<file path="src/rtl/cube_scramble_seq_pkg.sv">
// Shared constants and types for the cube scrambler: face/rotation codes,
// LFSR geometry and the sequencer state encoding.
package cube_pkg;

    localparam int unsigned       LFSR_W    = 16;
    localparam logic [LFSR_W-1:0] LFSR_MASK = 16'hB400;

    localparam logic [2:0] FACE_U    = 3'd0;
    localparam logic [2:0] FACE_D    = 3'd1;
    localparam logic [2:0] FACE_F    = 3'd2;
    localparam logic [2:0] FACE_B    = 3'd3;
    localparam logic [2:0] FACE_L    = 3'd4;
    localparam logic [2:0] FACE_R    = 3'd5;
    localparam logic [2:0] FACE_NONE = 3'd7;

    localparam logic [1:0] ROT_CW  = 2'd1;
    localparam logic [1:0] ROT_DBL = 2'd2;
    localparam logic [1:0] ROT_CCW = 2'd3;

    typedef enum logic [1:0] {
        S_IDLE,
        S_GEN,
        S_OFFER,
        S_FIN
    } state_e;

    // Galois step: shift right, fold the tap mask in when a one falls out.
    function automatic logic [LFSR_W-1:0] lfsr_step(input logic [LFSR_W-1:0] s);
        return (s >> 1) ^ (s[0] ? LFSR_MASK : '0);
    endfunction

endpackage

</file>
<file path="src/rtl/cube_scramble_seq_if.sv">
// Move handshake between the scrambler (master) and its consumer (slave).
interface cube_scramble_seq_if;

    logic       move_valid;
    logic       move_ready;
    logic [2:0] move_face;
    logic [1:0] move_rot;

    modport master (
        output move_valid,
        output move_face,
        output move_rot,
        input  move_ready
    );

    modport slave (
        input  move_valid,
        input  move_face,
        input  move_rot,
        output move_ready
    );

endinterface

</file>
<file path="src/rtl/cube_scramble_seq_lfsr16.sv">
// Free-running 16-bit Galois LFSR; a zero SEED is replaced by 1 so the
// register can never lock up in the all-zero state.
module cube_lfsr16
    import cube_pkg::*;
#(
    parameter logic [LFSR_W-1:0] SEED = 16'hACE1
) (
    input  logic              clk,
    input  logic              rst,
    output logic [LFSR_W-1:0] state
);

    localparam logic [LFSR_W-1:0] SEED_EFF = (SEED == '0) ? 16'h0001 : SEED;

    always_ff @(posedge clk or negedge rst) begin
        if (!rst) begin
            state <= SEED_EFF;
        end else begin
            state <= lfsr_step(state);
        end
    end

endmodule

</file>
<file path="src/rtl/cube_scramble_seq.sv">
// Random cube scramble generator: draws face/rotation moves from an LFSR and
// offers them one at a time. Define CUBE_SCRAMBLE_FACE_FILTER_EN to forbid
// consecutive moves on the same face.
module cube_scramble_seq
    import cube_pkg::*;
#(
    parameter logic [15:0] SEED    = 16'hACE1,
    parameter int unsigned MAX_LEN = 63
) (
    input  logic                       clk,
    input  logic                       rst,
    input  logic                       start,
    input  logic                       abort,
    input  logic [5:0]                 length,
    cube_scramble_seq_if.master        mv,
    output logic                       busy,
    output logic                       done,
    output logic [5:0]                 moves_issued
);

    localparam logic [5:0] LEN_CAP = (MAX_LEN > 63) ? 6'd63 : 6'(MAX_LEN);

    logic [LFSR_W-1:0] lfsr;
    state_e            state;
    logic [5:0]        len_q;
    logic [5:0]        len_clamped;
    logic [5:0]        next_cnt;
    logic [2:0]        cand_face;
    logic [1:0]        cand_rot;
    logic              cand_ok;
`ifdef CUBE_SCRAMBLE_FACE_FILTER_EN
    logic [2:0]        prev_face;
`endif

    cube_lfsr16 #(.SEED(SEED)) u_lfsr (
        .clk   (clk),
        .rst   (rst),
        .state (lfsr)
    );

    assign cand_face   = lfsr[2:0];
    assign cand_rot    = lfsr[4:3];
    assign len_clamped = (length > LEN_CAP) ? LEN_CAP : length;
    assign next_cnt    = moves_issued + 6'd1;

    always_comb begin
        cand_ok = (cand_face <= FACE_R) && (cand_rot != 2'd0);
`ifdef CUBE_SCRAMBLE_FACE_FILTER_EN
        cand_ok = cand_ok && (cand_face != prev_face);
`endif
    end

    always_ff @(posedge clk or negedge rst) begin
        if (!rst) begin
            state         <= S_IDLE;
            mv.move_valid <= 1'b0;
            mv.move_face  <= '0;
            mv.move_rot   <= '0;
            busy          <= 1'b0;
            done          <= 1'b0;
            moves_issued  <= '0;
            len_q         <= '0;
`ifdef CUBE_SCRAMBLE_FACE_FILTER_EN
            prev_face     <= FACE_NONE;
`endif
        end else begin
            done <= 1'b0;
            if (state != S_IDLE && abort) begin
                // A move accepted in the abort cycle still counts.
                if (state == S_OFFER && mv.move_ready) begin
                    moves_issued <= next_cnt;
                end
                state         <= S_IDLE;
                busy          <= 1'b0;
                mv.move_valid <= 1'b0;
            end else begin
                case (state)
                    S_IDLE: begin
                        if (start) begin
                            moves_issued <= '0;
                            len_q        <= len_clamped;
                            busy         <= 1'b1;
`ifdef CUBE_SCRAMBLE_FACE_FILTER_EN
                            prev_face    <= FACE_NONE;
`endif
                            if (len_clamped != '0) begin
                                state <= S_GEN;
                            end else begin
                                state <= S_FIN;
                                done  <= 1'b1;
                            end
                        end
                    end
                    S_GEN: begin
                        if (cand_ok) begin
                            mv.move_face  <= cand_face;
                            mv.move_rot   <= cand_rot;
                            mv.move_valid <= 1'b1;
                            state         <= S_OFFER;
                        end
                    end
                    S_OFFER: begin
                        if (mv.move_ready) begin
                            mv.move_valid <= 1'b0;
                            moves_issued  <= next_cnt;
`ifdef CUBE_SCRAMBLE_FACE_FILTER_EN
                            prev_face     <= mv.move_face;
`endif
                            if (next_cnt == len_q) begin
                                state <= S_FIN;
                                done  <= 1'b1;
                            end else begin
                                state <= S_GEN;
                            end
                        end
                    end
                    S_FIN: begin
                        state <= S_IDLE;
                        busy  <= 1'b0;
                    end
                    default: begin
                        state <= S_IDLE;
                        busy  <= 1'b0;
                    end
                endcase
            end
        end
    end

endmodule
</file>
<file path="src/flat_wrapper.sv">
// flat-port wrapper written by rule: the top's interface ports become plain ports
module cube_scramble_seq_flat import cube_pkg::*;
#(
    parameter logic [15:0] SEED    = 16'hACE1,
    parameter int unsigned MAX_LEN = 63
)
  (clk, rst, start, abort, length, busy, done, moves_issued, mv_move_valid, mv_move_face, mv_move_rot, mv_move_ready);
  cube_scramble_seq_if mv_i ();
  input  logic clk;
  input  logic rst;
  input  logic start;
  input  logic abort;
  input  logic [5:0] length;
  output logic busy;
  output logic done;
  output logic [5:0] moves_issued;
  output wire logic [$bits(mv_i.move_valid)-1:0] mv_move_valid;
  output wire logic [$bits(mv_i.move_face)-1:0] mv_move_face;
  output wire logic [$bits(mv_i.move_rot)-1:0] mv_move_rot;
  input wire logic [$bits(mv_i.move_ready)-1:0] mv_move_ready;
  assign mv_move_valid = mv_i.move_valid;
  assign mv_move_face = mv_i.move_face;
  assign mv_move_rot = mv_i.move_rot;
  assign mv_i.move_ready = mv_move_ready;
  cube_scramble_seq #(.SEED(SEED), .MAX_LEN(MAX_LEN)) u_core (.clk(clk), .rst(rst), .start(start), .abort(abort), .length(length), .mv(mv_i), .busy(busy), .done(done), .moves_issued(moves_issued));
endmodule
</file>
<file path="config.mk">
export PLATFORM = sky130hd
export DESIGN_NAME = cube_scramble_seq_flat
export DESIGN_NICKNAME = d
export VERILOG_FILES = /design/src/rtl/cube_scramble_seq_pkg.sv /design/src/rtl/cube_scramble_seq_if.sv /design/src/rtl/cube_scramble_seq_lfsr16.sv /design/src/rtl/cube_scramble_seq.sv /design/src/flat_wrapper.sv
export SDC_FILE = /design/constraint.sdc
export NUM_CORES = 1
export LEC_CHECK = 0
export BUFFER_PORTS_ARGS = -buffer_cell sky130_fd_sc_hd__buf_2
export CAP_MARGIN = 40
export CELL_PAD_IN_SITES_DETAIL_PLACEMENT = 0
export CELL_PAD_IN_SITES_GLOBAL_PLACEMENT = 1
export CORE_UTILIZATION = 40
export DETAILED_ROUTE_END_ITERATION = 12
export PLACE_DENSITY = 0.79
export SYNTH_ARGS = -nofsm -noshare
export SYNTH_HDL_FRONTEND = slang
export SYNTH_SLANG_ARGS = --single-unit
</file>
<file path="constraint.sdc">
create_clock -name clk -period 1.59 [get_ports clk]
set_input_delay 0.159 -clock clk [delete_from_list [all_inputs] [get_ports clk]]
set_output_delay 0.159 -clock clk [all_outputs]
set_load 0.005 [all_outputs]
</file>
# Word-level counts from Yosys, hierarchy flattened
# Cells that the tools add are included.
dict set report totals {
  ff_bits 38
  in_bits 11
  output_inout_bits 14
  wordCells 65
}
dict set report op_classes {
  n_addsub 1
  n_lt_le_gt_ge 2
  n_eq_ne 8
  mux 27
  bitwise_logic 2
  reduce_logical 16
}
# op n
set op_table {}
lappend op_table {{6-bit 2-to-1 mux} 5}
lappend op_table {{16-bit 2-to-1 mux} 1}
lappend op_table {{15-bit by 16-bit bitwise XOR with 16-bit output} 1}
lappend op_table {{2-bit 2-to-1 mux} 6}
lappend op_table {{6-bit one-hot mux with 2 select lines} 1}
lappend op_table {{3-bit AND reduction} 4}
lappend op_table {{1-bit 2-to-1 mux} 10}
lappend op_table {{3-bit nonzero test} 3}
lappend op_table {{2-bit one-hot mux with 4 select lines} 1}
lappend op_table {{6-bit by 1-bit adder with 6-bit output (second input constant)} 1}
lappend op_table {{6-bit equality test} 1}
lappend op_table {{6-bit > comparator (second input constant)} 1}
lappend op_table {{3-bit by 2-bit inequality test with 1-bit output (second input constant)} 2}
lappend op_table {{1-bit one-hot mux with 2 select lines} 3}
lappend op_table {{6-bit nonzero test} 1}
lappend op_table {{2-bit equality test (second input constant)} 2}
lappend op_table {{4-bit AND reduction} 1}
lappend op_table {{2-bit nonzero test} 2}
lappend op_table {{3-bit <= comparator (second input constant)} 1}
lappend op_table {{1-bit logical AND} 3}
lappend op_table {{3-bit by 1-bit inequality test with 1-bit output (second input constant)} 1}
lappend op_table {{2-bit by 1-bit equality test with 1-bit output (second input constant)} 1}
lappend op_table {{2-bit logical NOT} 1}
lappend op_table {{2-bit inequality test (second input constant)} 1}
lappend op_table {{2 further kinds} 2}

# Longest topological paths before layout
dict set report logic_depth {
  depth_word 7
  depth_mapped 8
  depth_no_buf 6
}

# Hierarchy
# From an unflattened synthesis, not the netlist that was laid out.
dict set report unflattened {
  cells_unflattened 127
  area_unflattened_um2 1645.3
}
# mod n_inst cells_per_inst area_each_um2 seq_area_each_um2
set modules_own_cells {}
lappend modules_own_cells {cube_scramble_seq 1 108 1208.7 550.5}
lappend modules_own_cells {cube_lfsr16 1 19 436.7 410.4}

# Worst setup path before layout
# Ideal clock, no wire load.
dict set report synth_timing {
  path_type {reg-to-reg}
  start {register u_core.state[0]}
  end {register u_core.mv.move_face[0]}
  setup_ps 125
  t_arrival_ps 1582
  required_ps 1465
  slack_ps -117
  stages_incl_launch_ff 7
  path_buffers 1
  period_less_slack_ps 1707
  cell_sequence {dfrtp_1 -> inv_1 -> ha_1 -> nor2b_1 -> or3b_1 -> buf_2 -> mux2_4}
}
dict set report synth_between {
  elab_chain_cells 4
  word_cells_on_any_way 5
  cone_classes {eq/ne: 1; bitwise: 1; reduce/logical: 3}
}
# item line_no
set synth_lines {}
lappend synth_lines {{from (decl)} cube_scramble_seq.sv:24} ;# state_e state;
lappend synth_lines {{from (signal assigned)} cube_scramble_seq.sv:55} ;# state <= S_IDLE;
lappend synth_lines {{from (signal assigned)} cube_scramble_seq.sv:73} ;# state <= S_IDLE;
lappend synth_lines {{from (signal assigned)} cube_scramble_seq.sv:87} ;# state <= S_GEN;
lappend synth_lines {{2-bit nonzero test} cube_scramble_seq.sv:68} ;# if (state != S_IDLE && abort) begin
lappend synth_lines {{1-bit logical AND} cube_scramble_seq.sv:68}
lappend synth_lines {{1-bit inverter (no line)} n/a}
lappend synth_lines {{3-bit AND reduction (no line) *} n/a}
lappend synth_lines {{to (signal assigned)} cube_scramble_seq.sv:96} ;# mv.move_face <= cand_face;
lappend synth_lines {{to (decl)} cube_scramble_seq_if.sv:11} ;# output move_face,
# Every way passes the cells marked *; elsewhere a longest branch is shown, timed or not.
# A chain may end at the register's enable or synchronous reset.

# Worst setup path after layout
dict set report layout_timing {
  start {register u_core.moves_issued[0]}
  end {register u_core.moves_issued[5]}
}
dict set report layout_between {
  elab_chain_cells 4
  word_cells_on_any_way 5
  cone_classes {add/sub: 1; mux: 4}
}
# item line_no
set layout_lines {}
lappend layout_lines {{from (decl)} cube_scramble_seq.sv:18} ;# output logic [5:0] moves_issued
lappend layout_lines {{from (signal assigned)} cube_scramble_seq.sv:71} ;# moves_issued <= next_cnt;
lappend layout_lines {{from (signal assigned)} cube_scramble_seq.sv:105} ;# moves_issued <= next_cnt;
lappend layout_lines {{6-bit by 1-bit adder with 6-bit output *} cube_scramble_seq.sv:44} ;# assign next_cnt = moves_issued + 6'd1;
lappend layout_lines {{6-bit 2-to-1 mux} cube_scramble_seq.sv:103} ;# if (mv.move_ready) begin
lappend layout_lines {{6-bit one-hot mux with 2 select lines} cube_scramble_seq.sv:77} ;# case (state)
lappend layout_lines {{6-bit 2-to-1 mux *} cube_scramble_seq.sv:68}
# Every way passes the cells marked *; elsewhere a longest branch is shown, timed or not. The select of a mux whose other input is x is not followed.

==> impl_metrics.json <==
{
  "slew_headroom_pct": 68.3,
  "cp-end-kind": "flop",
  "grt_pass1_vias": 1378,
  "synthSimpleGateAreaFrac_pct": 12.0,
  "worstMarginPinSlew_ns": 0.475,
  "clockPowerShare_pct": 23.2,
  "drt_iter0_drc": 120,
  "synth_top_family_by_area": "simple AND/OR/NAND/NOR gates",
  "syn_inst": 158,
  "wl_met2_um": 2180,
  "startpoint_type": "flop",
  "hpwlAfterDp_um": 3060,
  "viasPerCell": 5.42,
  "worst-setup-path-type": "reg -> reg",
  "core-area_um2": 4320,
  "slew_violations": 0,
  "post-route-min-period_ns": 1.66,
  "diodes": 0,
  "syn_to_final_growth_pct": 35.6,
  "max-cap-violations": 0,
  "async_flop_share_pct": 100,
  "cts_buffers": 5,
  "fmax_ghz": 0.604,
  "ys_ff_latch": 38,
  "clk_latency_ns": 0.29,
  "layout_commonest_cell": "dfrtp_1",
  "synth_area_um2": 1800,
  "post_dp_cell_area_um2": 2140,
  "period_share_pct": 104,
  "cts_tree": "built",
  "first_pass_iters": 4,
  "die_h_um": 69.1,
  "synth-compound-area-share_pct": 11.9,
  "cts_buffer_depth": 2,
  "grt_usage_pct": 18.2,
  "routed_wl_um": 4380,
  "wl_per_cell_um": 16.6,
  "layout_setup_ws_ns": -0.0662,
  "cts_sinks": 38,
  "fp-row-count": 24,
  "rsz0062_at_grt": "true",
  "synthAdderAreaFrac_pct": 3.48,
  "syn_avg_cell_area_um2": 11.4,
  "reg2reg_slack_ns": -0.07,
  "synth_ff_type": "dfrtp_1",
  "crit_path_top_delay_cell": "dfrtp_1",
  "powerDensity_nw_per_um2": 1490,
  "setup_violations": 2,
  "leakage_nw": 1.17,
  "drive_above_1_share_pct": 48.6,
  "vdd_drop_max_v": 0.000722,
  "maxUsedRoutingLayer": "met4",
  "synth_nets": 174,
  "drc": 0,
  "routabilityCongestion": 0.820,
  "synthMuxAreaShare_pct": 8.48,
  "skew_ns": 0.00661,
  "max_stage_delay_ns": 0.42,
  "switching_share_pct": 32.7,
  "violations": "negative setup slack",
  "die_x_um": 69.1,
  "r2r-start": "u_core.moves_issued[0]",
  "p_int_mw": 2.44,
  "hp-class": "in -> reg",
  "finalHoldViolCount": 0,
  "layout.nets": 227,
  "cp_max_fo": 7,
  "r2r_end": "u_core.moves_issued[5]",
  "rr_worst_depth": 6,
  "dieArea_um2": 4770,
  "route.antenna.remaining_nets": 0,
  "seq_area_frac_synth_pct": 53.4,
  "synth.distinct_cells": 41,
  "initial_core_util_pct": 41.6,
  "final_util_pct": 56.4,
  "switchingPower_mw": 1.19,
  "totalNegativeSetupSlack_ns": -0.0920,
  "worstHoldStart": "length[2]",
  "yosysWarnings": 0,
  "routed-wl-met3_um": 222,
  "cts-root-buf": "clkbuf_8",
  "grt_pass1_wl_um": 6690,
  "synth_xor_xnor_area_share_pct": 6.33,
  "outcome": "finished with violations",
  "antenna_found_initial": 0,
  "place_inst": 248,
  "cp_top_family": "compound AO/OA/AOI/OAI gates",
  "grt_overflow": 0,
  "grt_max_degree": 21,
  "crit_arrival_ns": 1.83,
  "vias": 1431,
  "fin_area_um2": 2440,
  "final_cells": 264,
  "cp_cell_sequence": "buf_6 -> and3_1 -> nand3_2 -> o21ai_0 -> o31ai_1 -> a221o_1",
  "combinationalPowerShare_pct": 42.4,
  "num_io_pins": 25,
  "whs_path_depth": 2,
  "cts.htree.levels": 2,
  "clkSlewWorstSetupHoldPaths_ns": 0.07,
  "p_seq_share_pct": 34.4,
  "holdPathEnd": "u_core.len_q[2]",
  "layout_common_cells": "28 x dfrtp_1, 26 x buf_4, 24 x buf_2",
  "path_buf_inv": 1,
  "io_buffers": 24,
  "synth_edf_count": 0,
  "whs_ns": 0.122,
  "required_ns": 1.77,
  "met1_length_um": 1900
}
registers in the layout, indices dropped and copies added (netlist names):
register	flops
u_core.mv.move_valid	1
u_core.done	1
u_core.state	2
u_core.busy	1
u_core.u_lfsr.state	16
u_core.mv.move_face	3
u_core.mv.move_rot	2
u_core.moves_issued	6
u_core.len_q	6
Yosys cell counts, drive strengths merged, types with 2 or more instances:
cell type,n,area share [%]
a21o,3,1.3
a21oi,12,3.3
a221o,2,1.1
and3,2,0.70
buf,7,2.7
clkbuf,2,0.42
dfrtp,30,42
dfstp,8,12
ha,5,3.5
inv,6,1.3
mux2,11,7.9
nand2,11,2.3
nand3,7,2.2
nand4,2,0.70
nor2,5,1.0
nor2b,2,0.70
nor3,7,1.9
o21ai,8,2.2
xnor2,7,3.4
xor2,6,2.9
routing by layer:
metal | global-route usage (%) | vias up
li1 | - | 666
met1 | 22.9 | 713
met2 | 29.3 | 44
met3 | 5.26 | 8
met4 | 7.26 | 0
met5 | 0 | -
what timing repair did:
action,CTS,global route
pin swaps,0,12
buffers inserted,1,7
gates resized for setup,3,22
hold endpoints to repair,16,0
hold buffers,1,0
setup endpoints to repair,10,9
cells by family after synthesis:
family                   after synthesis
XOR/XNOR                              13
buffers and inverters                 15
AO/OA/AOI/OAI                         34
flip-flops                            38
multiplexers                          12
adder cells (fa/ha/maj)                5
AND/OR/NAND/NOR                       41
worst max path at each step:
| stage | start | end | slack, ns | cells past startpoint |
|---|---|---|---|---|
| after floorplan | u_core.state[1] | u_core.mv.move_face[0] | -0.02 | 6 |
| after global placement | u_core.state[0] | u_core.mv.move_face[2] | -0.007 | 5 |
| after detailed placement | u_core.state[0] | u_core.mv.move_rot[0] | -0.07 | 5 |
| after CTS | u_core.moves_issued[1] | u_core.state[1] | 0.005 | 6 |
| after global routing | u_core.moves_issued[0] | u_core.moves_issued[5] | -0.11 | 6 |
| final | u_core.moves_issued[0] | u_core.moves_issued[5] | -0.07 | 6 |
power groups by stage:
stage          combinational [mW]  clock [mW]  sequential (mW)
2_1_floorplan               0.780           0             1.23
3_3_place_gp                 1.20           0             1.24
3_5_place_dp                 1.26           0             1.25
4_1_cts                      1.29       0.862             1.23
5_1_grt                      1.65       0.909             1.26
6_report                     1.54       0.840             1.25
final cells by class:
cell class                      instances  area (µm²)
Sequential cell                        38         963
Timing Repair Buffer                   55         379
Multi-Input combinational cell        105         893
Clock buffer                            7        86.3
Inverter                                6        22.5
Tap cell                               52        65.1
Clock inverter                          1        30.0
Fill cell                             359        1880
per-stage QoR:
step / total power [mW] / setup WS [ns]
after floorplan: 2.01 / -0.0209
after global placement: 2.43 / -0.00679
after detailed placement: 2.50 / -0.0685
after CTS: 3.38 / 0.00488
after global routing: 3.82 / -0.115
final: 3.63 / -0.0662
(Power assumes the default switching activity.)
